## config.mk

```make
export PLATFORM = sky130hd
export DESIGN_NAME = alu_iter
export DESIGN_NICKNAME = d
export VERILOG_FILES = /design/src/rtl/alu_iter.sv
export SDC_FILE = /design/constraint.sdc
export NUM_CORES = 1
export LEC_CHECK = 0
export ABC_AREA = 1
export BUFFER_PORTS_ARGS = -buffer_cell sky130_fd_sc_hd__buf_2
export CORE_MARGIN = 2
export CORE_UTILIZATION = 65
export DETAILED_ROUTE_END_ITERATION = 8
export GPL_TIMING_DRIVEN = 0
export PLACE_DENSITY = 0.9
export SLEW_MARGIN = 20
export SYNTH_ARGS = -nofsm -noshare
export SYNTH_HDL_FRONTEND = slang
export SYNTH_SLANG_ARGS = --single-unit
```

## constraint.sdc

```tcl
create_clock -name clk -period 7.15 [get_ports clk]
set_input_delay 1.43 -clock clk [delete_from_list [all_inputs] [get_ports clk]]
set_output_delay 1.43 -clock clk [all_outputs]
set_load 0.01 [all_outputs]
```

## src/rtl/alu_iter.sv

```systemverilog
`default_nettype none
// ============================================================================
// Module      : alu_iter
// Description : EX-stage ALU. Add/sub, logic ops, signed and unsigned compare,
//               and shifts finish in one cycle. Signed/unsigned multiply and
//               divide run iteratively, one radix-2 step per cycle. Results
//               are registered and flagged with a one-cycle out_valid pulse.
// Revision    : 1.0 - initial release
// ============================================================================
module alu_iter #(
    parameter int WIDTH = 32,
    parameter int SHW   = $clog2(WIDTH)
) (
    input  logic             clk,
    input  logic             reset,
    input  logic             in_valid,
    output logic             in_ready,
    input  logic [3:0]       op,
    input  logic [WIDTH-1:0] a,
    input  logic [WIDTH-1:0] b,
    output logic             out_valid,
    output logic [WIDTH-1:0] result,
    output logic [WIDTH-1:0] result_hi,
    output logic             zero,
    output logic             overflow,
    output logic             busy
);

    // ------------------------------------------------------------------------
    // Operation codes
    // ------------------------------------------------------------------------
    localparam logic [3:0] c_OP_ADD   = 4'd0;
    localparam logic [3:0] c_OP_SUB   = 4'd1;
    localparam logic [3:0] c_OP_AND   = 4'd2;
    localparam logic [3:0] c_OP_NOR   = 4'd3;
    localparam logic [3:0] c_OP_OR    = 4'd4;
    localparam logic [3:0] c_OP_XOR   = 4'd5;
    localparam logic [3:0] c_OP_SLT   = 4'd6;
    localparam logic [3:0] c_OP_SLTU  = 4'd7;
    localparam logic [3:0] c_OP_SLL   = 4'd8;
    localparam logic [3:0] c_OP_SRL   = 4'd9;
    localparam logic [3:0] c_OP_SRA   = 4'd10;
    localparam logic [3:0] c_OP_MULT  = 4'd11;
    localparam logic [3:0] c_OP_MULTU = 4'd12;
    localparam logic [3:0] c_OP_DIV   = 4'd13;
    localparam logic [3:0] c_OP_DIVU  = 4'd14;

    // ------------------------------------------------------------------------
    // Controller states
    // ------------------------------------------------------------------------
    localparam logic [1:0] c_ST_IDLE = 2'd0;
    localparam logic [1:0] c_ST_RUN  = 2'd1;
    localparam logic [1:0] c_ST_DONE = 2'd2;

    localparam logic [SHW-1:0] c_LAST_STEP = SHW'(WIDTH - 1);

    // ------------------------------------------------------------------------
    // Registers
    // ------------------------------------------------------------------------
    logic [1:0]       r_state;
    logic [1:0]       w_state_next;
    logic [SHW-1:0]   r_count;
    logic             r_busy;
    logic             r_out_valid;
    logic [WIDTH-1:0] r_result;
    logic [WIDTH-1:0] r_result_hi;
    logic             r_zero;
    logic             r_overflow;

    // Iterative datapath: r_hi/r_lo form the product or remainder/quotient
    // pair, r_opnd holds the multiplicand or divisor magnitude.
    logic [WIDTH-1:0] r_hi;
    logic [WIDTH-1:0] r_lo;
    logic [WIDTH-1:0] r_opnd;
    logic [WIDTH-1:0] r_a_orig;
    logic             r_is_div;
    logic             r_neg_q;
    logic             r_neg_r;
    logic             r_div_zero;

    // ------------------------------------------------------------------------
    // Request decode
    // ------------------------------------------------------------------------
    logic             w_accept;
    logic             w_is_iter;
    logic             w_is_signed;
    logic             w_is_div;
    logic             w_a_neg;
    logic             w_b_neg;
    logic [WIDTH-1:0] w_a_mag;
    logic [WIDTH-1:0] w_b_mag;

    assign w_accept    = in_valid && !r_busy;
    assign w_is_iter   = (op == c_OP_MULT) || (op == c_OP_MULTU) ||
                         (op == c_OP_DIV)  || (op == c_OP_DIVU);
    assign w_is_signed = (op == c_OP_MULT) || (op == c_OP_DIV);
    assign w_is_div    = (op == c_OP_DIV)  || (op == c_OP_DIVU);
    assign w_a_neg     = w_is_signed && a[WIDTH-1];
    assign w_b_neg     = w_is_signed && b[WIDTH-1];
    assign w_a_mag     = w_a_neg ? (~a + 1'b1) : a;
    assign w_b_mag     = w_b_neg ? (~b + 1'b1) : b;

    // ------------------------------------------------------------------------
    // Single-cycle operations
    // ------------------------------------------------------------------------
    logic [WIDTH-1:0] w_sum;
    logic [WIDTH-1:0] w_diff;
    logic [SHW-1:0]   w_shamt;
    logic [WIDTH-1:0] w_alu_res;
    logic             w_alu_ovf;

    assign w_sum   = a + b;
    assign w_diff  = a - b;
    assign w_shamt = b[SHW-1:0];

    // Evaluate the single-cycle result from the live operands.
    always_comb begin
        w_alu_res = '0;
        w_alu_ovf = 1'b0;
        case (op)
            c_OP_ADD: begin
                w_alu_res = w_sum;
                w_alu_ovf = (a[WIDTH-1] == b[WIDTH-1]) &&
                            (w_sum[WIDTH-1] != a[WIDTH-1]);
            end
            c_OP_SUB: begin
                w_alu_res = w_diff;
                w_alu_ovf = (a[WIDTH-1] != b[WIDTH-1]) &&
                            (w_diff[WIDTH-1] != a[WIDTH-1]);
            end
            c_OP_AND:  w_alu_res = a & b;
            c_OP_NOR:  w_alu_res = ~(a | b);
            c_OP_OR:   w_alu_res = a | b;
            c_OP_XOR:  w_alu_res = a ^ b;
            c_OP_SLT:  w_alu_res = {{(WIDTH-1){1'b0}}, ($signed(a) < $signed(b))};
            c_OP_SLTU: w_alu_res = {{(WIDTH-1){1'b0}}, (a < b)};
            c_OP_SLL:  w_alu_res = a << w_shamt;
            c_OP_SRL:  w_alu_res = a >> w_shamt;
            c_OP_SRA:  w_alu_res = $unsigned($signed(a) >>> w_shamt);
            default:   w_alu_res = '0;
        endcase
    end

    // ------------------------------------------------------------------------
    // One radix-2 step of multiply (shift-add) or divide (restoring)
    // ------------------------------------------------------------------------
    logic [WIDTH:0]   w_mul_sum;
    logic [WIDTH:0]   w_div_shift;
    logic [WIDTH:0]   w_div_diff;
    logic             w_div_fits;
    logic [WIDTH-1:0] w_step_hi;
    logic [WIDTH-1:0] w_step_lo;

    assign w_mul_sum   = {1'b0, r_hi} + (r_lo[0] ? {1'b0, r_opnd} : {(WIDTH+1){1'b0}});
    assign w_div_shift = {r_hi, r_lo[WIDTH-1]};
    assign w_div_diff  = w_div_shift - {1'b0, r_opnd};
    // The partial remainder never exceeds 2*divisor-1, so a clear top bit
    // of the difference means the divisor fits.
    assign w_div_fits  = !w_div_diff[WIDTH];

    // Select the next hi/lo pair for the running operation.
    always_comb begin
        w_step_hi = r_hi;
        w_step_lo = r_lo;
        if (r_is_div) begin
            w_step_hi = w_div_fits ? w_div_diff[WIDTH-1:0] : w_div_shift[WIDTH-1:0];
            w_step_lo = {r_lo[WIDTH-2:0], w_div_fits};
        end else begin
            w_step_hi = w_mul_sum[WIDTH:1];
            w_step_lo = {w_mul_sum[0], r_lo[WIDTH-1:1]};
        end
    end

    // ------------------------------------------------------------------------
    // Final sign correction and special cases
    // ------------------------------------------------------------------------
    logic [2*WIDTH-1:0] w_prod_mag;
    logic [2*WIDTH-1:0] w_prod;
    logic [WIDTH-1:0]   w_quot;
    logic [WIDTH-1:0]   w_rem;
    logic [WIDTH-1:0]   w_fin_res;
    logic [WIDTH-1:0]   w_fin_hi;

    assign w_prod_mag = {r_hi, r_lo};
    assign w_prod     = r_neg_q ? (~w_prod_mag + 1'b1) : w_prod_mag;
    assign w_quot     = r_neg_q ? (~r_lo + 1'b1) : r_lo;
    assign w_rem      = r_neg_r ? (~r_hi + 1'b1) : r_hi;

    // Pick the committed mul/div result; most-negative / -1 falls out of the
    // magnitude path naturally as quotient 2^(WIDTH-1), remainder 0.
    always_comb begin
        w_fin_res = w_prod[WIDTH-1:0];
        w_fin_hi  = w_prod[2*WIDTH-1:WIDTH];
        if (r_is_div) begin
            if (r_div_zero) begin
                w_fin_res = '1;
                w_fin_hi  = r_a_orig;
            end else begin
                w_fin_res = w_quot;
                w_fin_hi  = w_rem;
            end
        end
    end

    // ------------------------------------------------------------------------
    // Controller
    // ------------------------------------------------------------------------
    // State register.
    always_ff @(posedge clk) begin
        if (reset) begin
            r_state <= c_ST_IDLE;
        end else begin
            r_state <= w_state_next;
        end
    end

    // Next-state logic: iterative ops go through RUN for WIDTH steps, then DONE.
    always_comb begin
        w_state_next = r_state;
        case (r_state)
            c_ST_IDLE: if (w_accept && w_is_iter) w_state_next = c_ST_RUN;
            c_ST_RUN:  if (r_count == '0) w_state_next = c_ST_DONE;
            c_ST_DONE: w_state_next = c_ST_IDLE;
            default:   w_state_next = c_ST_IDLE;
        endcase
    end

    // Datapath and output registers.
    always_ff @(posedge clk) begin
        if (reset) begin
            r_count     <= '0;
            r_busy      <= 1'b0;
            r_out_valid <= 1'b0;
            r_result    <= '0;
            r_result_hi <= '0;
            r_zero      <= 1'b1;
            r_overflow  <= 1'b0;
            r_hi        <= '0;
            r_lo        <= '0;
            r_opnd      <= '0;
            r_a_orig    <= '0;
            r_is_div    <= 1'b0;
            r_neg_q     <= 1'b0;
            r_neg_r     <= 1'b0;
            r_div_zero  <= 1'b0;
        end else begin
            r_out_valid <= 1'b0;
            case (r_state)
                c_ST_IDLE: begin
                    if (w_accept) begin
                        if (w_is_iter) begin
                            r_busy     <= 1'b1;
                            r_count    <= c_LAST_STEP;
                            r_hi       <= '0;
                            r_lo       <= w_is_div ? w_a_mag : w_b_mag;
                            r_opnd     <= w_is_div ? w_b_mag : w_a_mag;
                            r_a_orig   <= a;
                            r_is_div   <= w_is_div;
                            r_neg_q    <= w_a_neg ^ w_b_neg;
                            r_neg_r    <= w_a_neg;
                            r_div_zero <= (b == '0);
                        end else begin
                            r_out_valid <= 1'b1;
                            r_result    <= w_alu_res;
                            r_result_hi <= '0;
                            r_zero      <= (w_alu_res == '0);
                            r_overflow  <= w_alu_ovf;
                        end
                    end
                end
                c_ST_RUN: begin
                    r_hi    <= w_step_hi;
                    r_lo    <= w_step_lo;
                    r_count <= r_count - 1'b1;
                end
                c_ST_DONE: begin
                    r_busy      <= 1'b0;
                    r_out_valid <= 1'b1;
                    r_result    <= w_fin_res;
                    r_result_hi <= w_fin_hi;
                    r_zero      <= (w_fin_res == '0);
                    r_overflow  <= 1'b0;
                end
                default: begin
                    r_busy <= 1'b0;
                end
            endcase
        end
    end

    // ------------------------------------------------------------------------
    // Outputs
    // ------------------------------------------------------------------------
    assign busy      = r_busy;
    assign in_ready  = !r_busy;
    assign out_valid = r_out_valid;
    assign result    = r_result;
    assign result_hi = r_result_hi;
    assign zero      = r_zero;
    assign overflow  = r_overflow;

endmodule
`default_nettype wire

```

==> results of run 1 <==
routing by layer:
metal  global-route usage [%]  GRT overflow
met5                     24.8             0
met4                     65.4            49
met3                     52.5             3
met2                     82.4            38
met1                     68.7             2
stage by stage:
stage	std cells	worst slack, ns	hold WS [ns]	util (%)
after detailed placement	5729	1.46	0.435	69.3
after global placement	5729	1.54	0.432	69.3
after CTS	5769	2.02	0.450	71.1
after floorplan	5052	3.18	0.441	-
cells by family after synthesis:
| group | share of synthesized area, % |
|---|---|
| compound gates | 20.6 |
| xor+xnor | 3.66 |
| fa+ha+maj | 8.03 |
| buf+inv | 11.9 |
| flops | 14.9 |
| simple gates | 40.9 |
synth_stat cells, drive strengths merged, types with 8 or more instances:
cell type / number
a21oi: 359
nor4: 17
xor2: 98
a22oi: 22
a21o: 10
inv: 619
o221ai: 21
dfxtp: 207
nand3b: 19
buf: 96
o21ai: 383
xnor2: 18
nand4: 60
o22ai: 21
a31oi: 41
a221oi: 15
nand3: 576
and2: 8
o211ai: 66
or2: 11
nor3: 88
ha: 172
o21bai: 20
nand2: 1410
a32o: 15
nor2: 492
clkbuf: 140
==> impl_metrics.tcl, run 1 <==
set metrics [dict create \
    cts_resized 0 \
    avgSynthCellArea_um2 5.50 \
    outcome "stopped before the end" \
    haltStage "global routing" \
    dp_hpwl_mm 107 \
    cts.sinks 207 \
    ys.warnings.count 0 \
    cts_root_buf "clkbuf_16" \
    synth-async-reset-ratio_pct 0 \
    rows 75 \
    grt_pass1_vias 38500 \
    synth_top_area_share_pct 19.0 \
    synth_top_flop_cell "dfxtp_1" \
    dieWidth_um 211 \
    place_area_um2 29100 \
    post-cts-setup-buffers 0 \
    error "[ERROR GRT-0116] Global routing finished with congestion. Check the congestion regions in the DRC Viewer." \
    grt_max_degree 14 \
    synthCells 5052 \
    globalRoute.totalOverflow 92 \
    synth_top_cells_by_area "nand2_1, dfxtp_1, nand3_1" \
    numCtsBuffers 23 \
    cts_buffer_depth 3 \
    yosys.cell_types.count 56 \
    die_h_um 211 \
    groute.usage.overall_pct 67.4 \
    ys_seq_area_share_pct 14.9 \
    synth_area_um2 27800 \
    cts_hold_buf 0 \
    synth_edf_count 0 \
    io-pin-count 140 \
    synth_area_leader_cell "nand2_1" \
    synth_nets 5299 \
    yosys_register_bits 207 \
    initial_core_util_pct 66.1 \
    portBuffers 138 \
    gp_congestion 1.42 \
    grt_pass1_wl_mm 232 \
    cts_max_level 1 \
]
==> run 2: changes to the inputs <==
--- a/config.mk
+++ b/config.mk
@@ -8,10 +8,10 @@
 export ABC_AREA = 1
 export BUFFER_PORTS_ARGS = -buffer_cell sky130_fd_sc_hd__buf_2
 export CORE_MARGIN = 2
-export CORE_UTILIZATION = 65
+export CORE_UTILIZATION = 40
 export DETAILED_ROUTE_END_ITERATION = 8
 export GPL_TIMING_DRIVEN = 0
-export PLACE_DENSITY = 0.9
+export PLACE_DENSITY_LB_ADDON = 0.15
 export SLEW_MARGIN = 20
 export SYNTH_ARGS = -nofsm -noshare
 export SYNTH_HDL_FRONTEND = slang
==> run 2 against run 1 <==
Net effect:
- the flow now finishes without violations
- synthesized cell count is the same
- area after synthesis is the same
==> impl_metrics.tcl, run 2 <==
set metrics [dict create \
    outcome "finished clean" \
    max_clock_freq_mhz 163 \
    drt_iter0_drc 5300 \
    initial_core_util_pct 40.4 \
    grt_pass1_vias 34600 \
    yosysMostFrequentCell "nand2_1" \
    io-pin-count 140 \
    skew_ns 0.0203 \
    groute.usage.overall_pct 47.2 \
    pre_cts_slack_ns 0.918 \
    gp_congestion 1.13 \
    ys.warnings.count 0 \
    crit_fanout 11 \
    p_leak_nw 15.3 \
    synth_edf_count 0 \
    cp-end-kind "register" \
    path_class "input pin to register" \
    antenna_found_initial 4 \
    syn2layout_area_growth_pct 9.46 \
    hold_violations 0 \
    ir_drop_mv 0.156 \
    dieArea_um2 71600 \
    drc 0 \
    drive_gt1_share_pct 5.45 \
    cts_max_level 1 \
    grt_max_degree 14 \
    globalRoute.totalOverflow 0 \
    synth_area_leader_cell "nand2_1" \
    portBuffers 138 \
    die_h_um 268 \
    synth_area_um2 27800 \
    hp-class "register to register" \
    avgSynthCellArea_um2 5.50 \
    grt_pass1_wl_mm 245 \
    finalWirelength_mm 174 \
    ys_seq_area_share_pct 14.9 \
    synth_nets 5299 \
    final_nets 5464 \
    final_core_util_pct 44.3 \
    cts_buffer_depth 3 \
    vias 37700 \
    power_density_nw_per_um2 158 \
    yosys_register_bits 207 \
    clk_pin_slew_ns 0.06 \
    cts_root_buf "clkbuf_16" \
    synth_top_area_share_pct 19.0 \
    synth_top_cells_by_area "nand2_1, dfxtp_1, nand3_1" \
    rsz0062_at_grt "no" \
    slew_viol_final 0 \
    critPathLaunchType "input pin" \
    cts_tree "yes" \
    setup_violations 0 \
    viasPerCell 6.12 \
    netlist_top_cells_count "nand2_1, inv_1, nand3_1" \
    cts_hold_buf 0 \
    post-cts-setup-buffers 0 \
    final_common_cell "nand2_1" \
    dp_hpwl_mm 143 \
    numCtsBuffers 25 \
    tns_ns 0 \
    clk-insertion-delay-late_ns 0.59 \
    period_minus_slack_ns 6.12 \
    first_pass_iters 7 \
    synth_top_flop_cell "dfxtp_1" \
    max-slew-margin-rel_pct 20.5 \
    dieWidth_um 268 \
    worst_pin_slew_ns 1.19 \
    cts_resized 0 \
    fp.coreArea_um2 68700 \
    cts.sinks 207 \
    yosys.cell_types.count 56 \
    cp.required_ns 7.67 \
    synthCells 5052 \
    critical_path_arrival_ns 6.64 \
    finalWorstSetupSlack_ns 1.03 \
    rows 96 \
    post_drt_wl_per_cell_um 28.2 \
    final_cell_mix "nand2_1, inv_1, nand3_1" \
    cap_viol_max_count 0 \
    ant_nets 0 \
    fin_crit_sh_pct 85.6 \
    synth-async-reset-ratio_pct 0 \
]
==> run 2: cell counts after synthesis <==
No cell type changed its count.
==> run 2: path summary, 6_finish.rpt <==
check                                  start                         end  slack (ns)  cells past startpoint
hold reg to reg   result_hi[21]$_SDFFE_PP0P_  result_hi[21]$_SDFFE_PP0P_        0.45                      2
setup reg to reg       r_lo[31]$_SDFFE_PP0P_        r_hi[5]$_SDFFE_PP0P_        3.16                     20
hold / removal    result_hi[21]$_SDFFE_PP0P_  result_hi[21]$_SDFFE_PP0P_        0.45                      2
setup / recovery                        b[4]           zero$_SDFFE_PP1P_        1.03                     23
==> run 2: per-layer routing <==
metal / routed length [µm] / GRT usage, % / vias up
met3: 18900 / 8.84 / 753
met1: 64100 / 56.7 / 17200
met2: 71900 / 71.9 / 2714
met4: 19200 / 42.2 / 2
li1: - / - / 17000
met5: 18 / 0 / -
==> run 2: logic make-up after synthesis <==
group                      synth area share, %
buffers and inverters                     11.9
and+or+nand+nor                           40.9
AOI/OAI and AO/OA                         20.6
DFF                                       14.9
adders and majority gates                 8.03
xor gates and xnor gates                  3.66
==> run 2: per-stage QoR <==
stage | total power, mW | area, µm² | hold slack, ns | instances
2_1_floorplan | 2.53 | 27800 | 0.441 | 5052
3_3_place_gp | 3.41 | 29600 | 0.432 | 6121
3_5_place_dp | 3.40 | 29600 | 0.435 | 6121
4_1_cts | 4.66 | 30400 | 0.450 | 6163
5_1_grt | 4.93 | 30400 | 0.462 | 6163
6_report | 4.79 | 30400 | 0.446 | 6164
==> run 2: power by group <==
group          internal, mW  leakage, nW  total (mW)  switching, mW
clock                 0.673        0.371        1.27          0.600
sequential             1.21         1.68        1.30         0.0877
combinational         0.542         13.3        2.22           1.68
total                  2.43         15.3        4.79           2.37
==> run 2: worst max-delay path, stage by stage <==
cell and delay (ns):
buf_2 0.17, inv_1 0.44, clkbuf_1 0.46, clkbuf_1 0.72
ha_1 0.37, buf_2 0.18, nor2_1 0.20, nand3_1 0.10
nand2_1 0.18, nand2_1 0.11, nand3_1 0.23, nand3_1 0.19
nand2_1 0.10, nand2_1 0.05, nand3_1 0.08, nand2_1 0.06
nor2_1 0.91, nand3_1 0.14, nor2_1 0.15, nand3_1 0.14
nand2_1 0.08, nand2_1 0.05, nand2_1 0.06
==> run 2: cell type report <==
| class | instances | area (µm²) |
|---|---|---|
| antenna | 1 | 2.50 |
| buffer | 236 | 958 |
| clock buffer | 31 | 668 |
| clock inverter | 11 | 101 |
| fill | 8016 | 38300 |
| inverter | 625 | 2350 |
| multi-input combinational | 3984 | 20300 |
| sequential | 207 | 4140 |
| tap | 931 | 1160 |
| timing repair buffer | 138 | 691 |
Power figures use the tool's default switching activity.
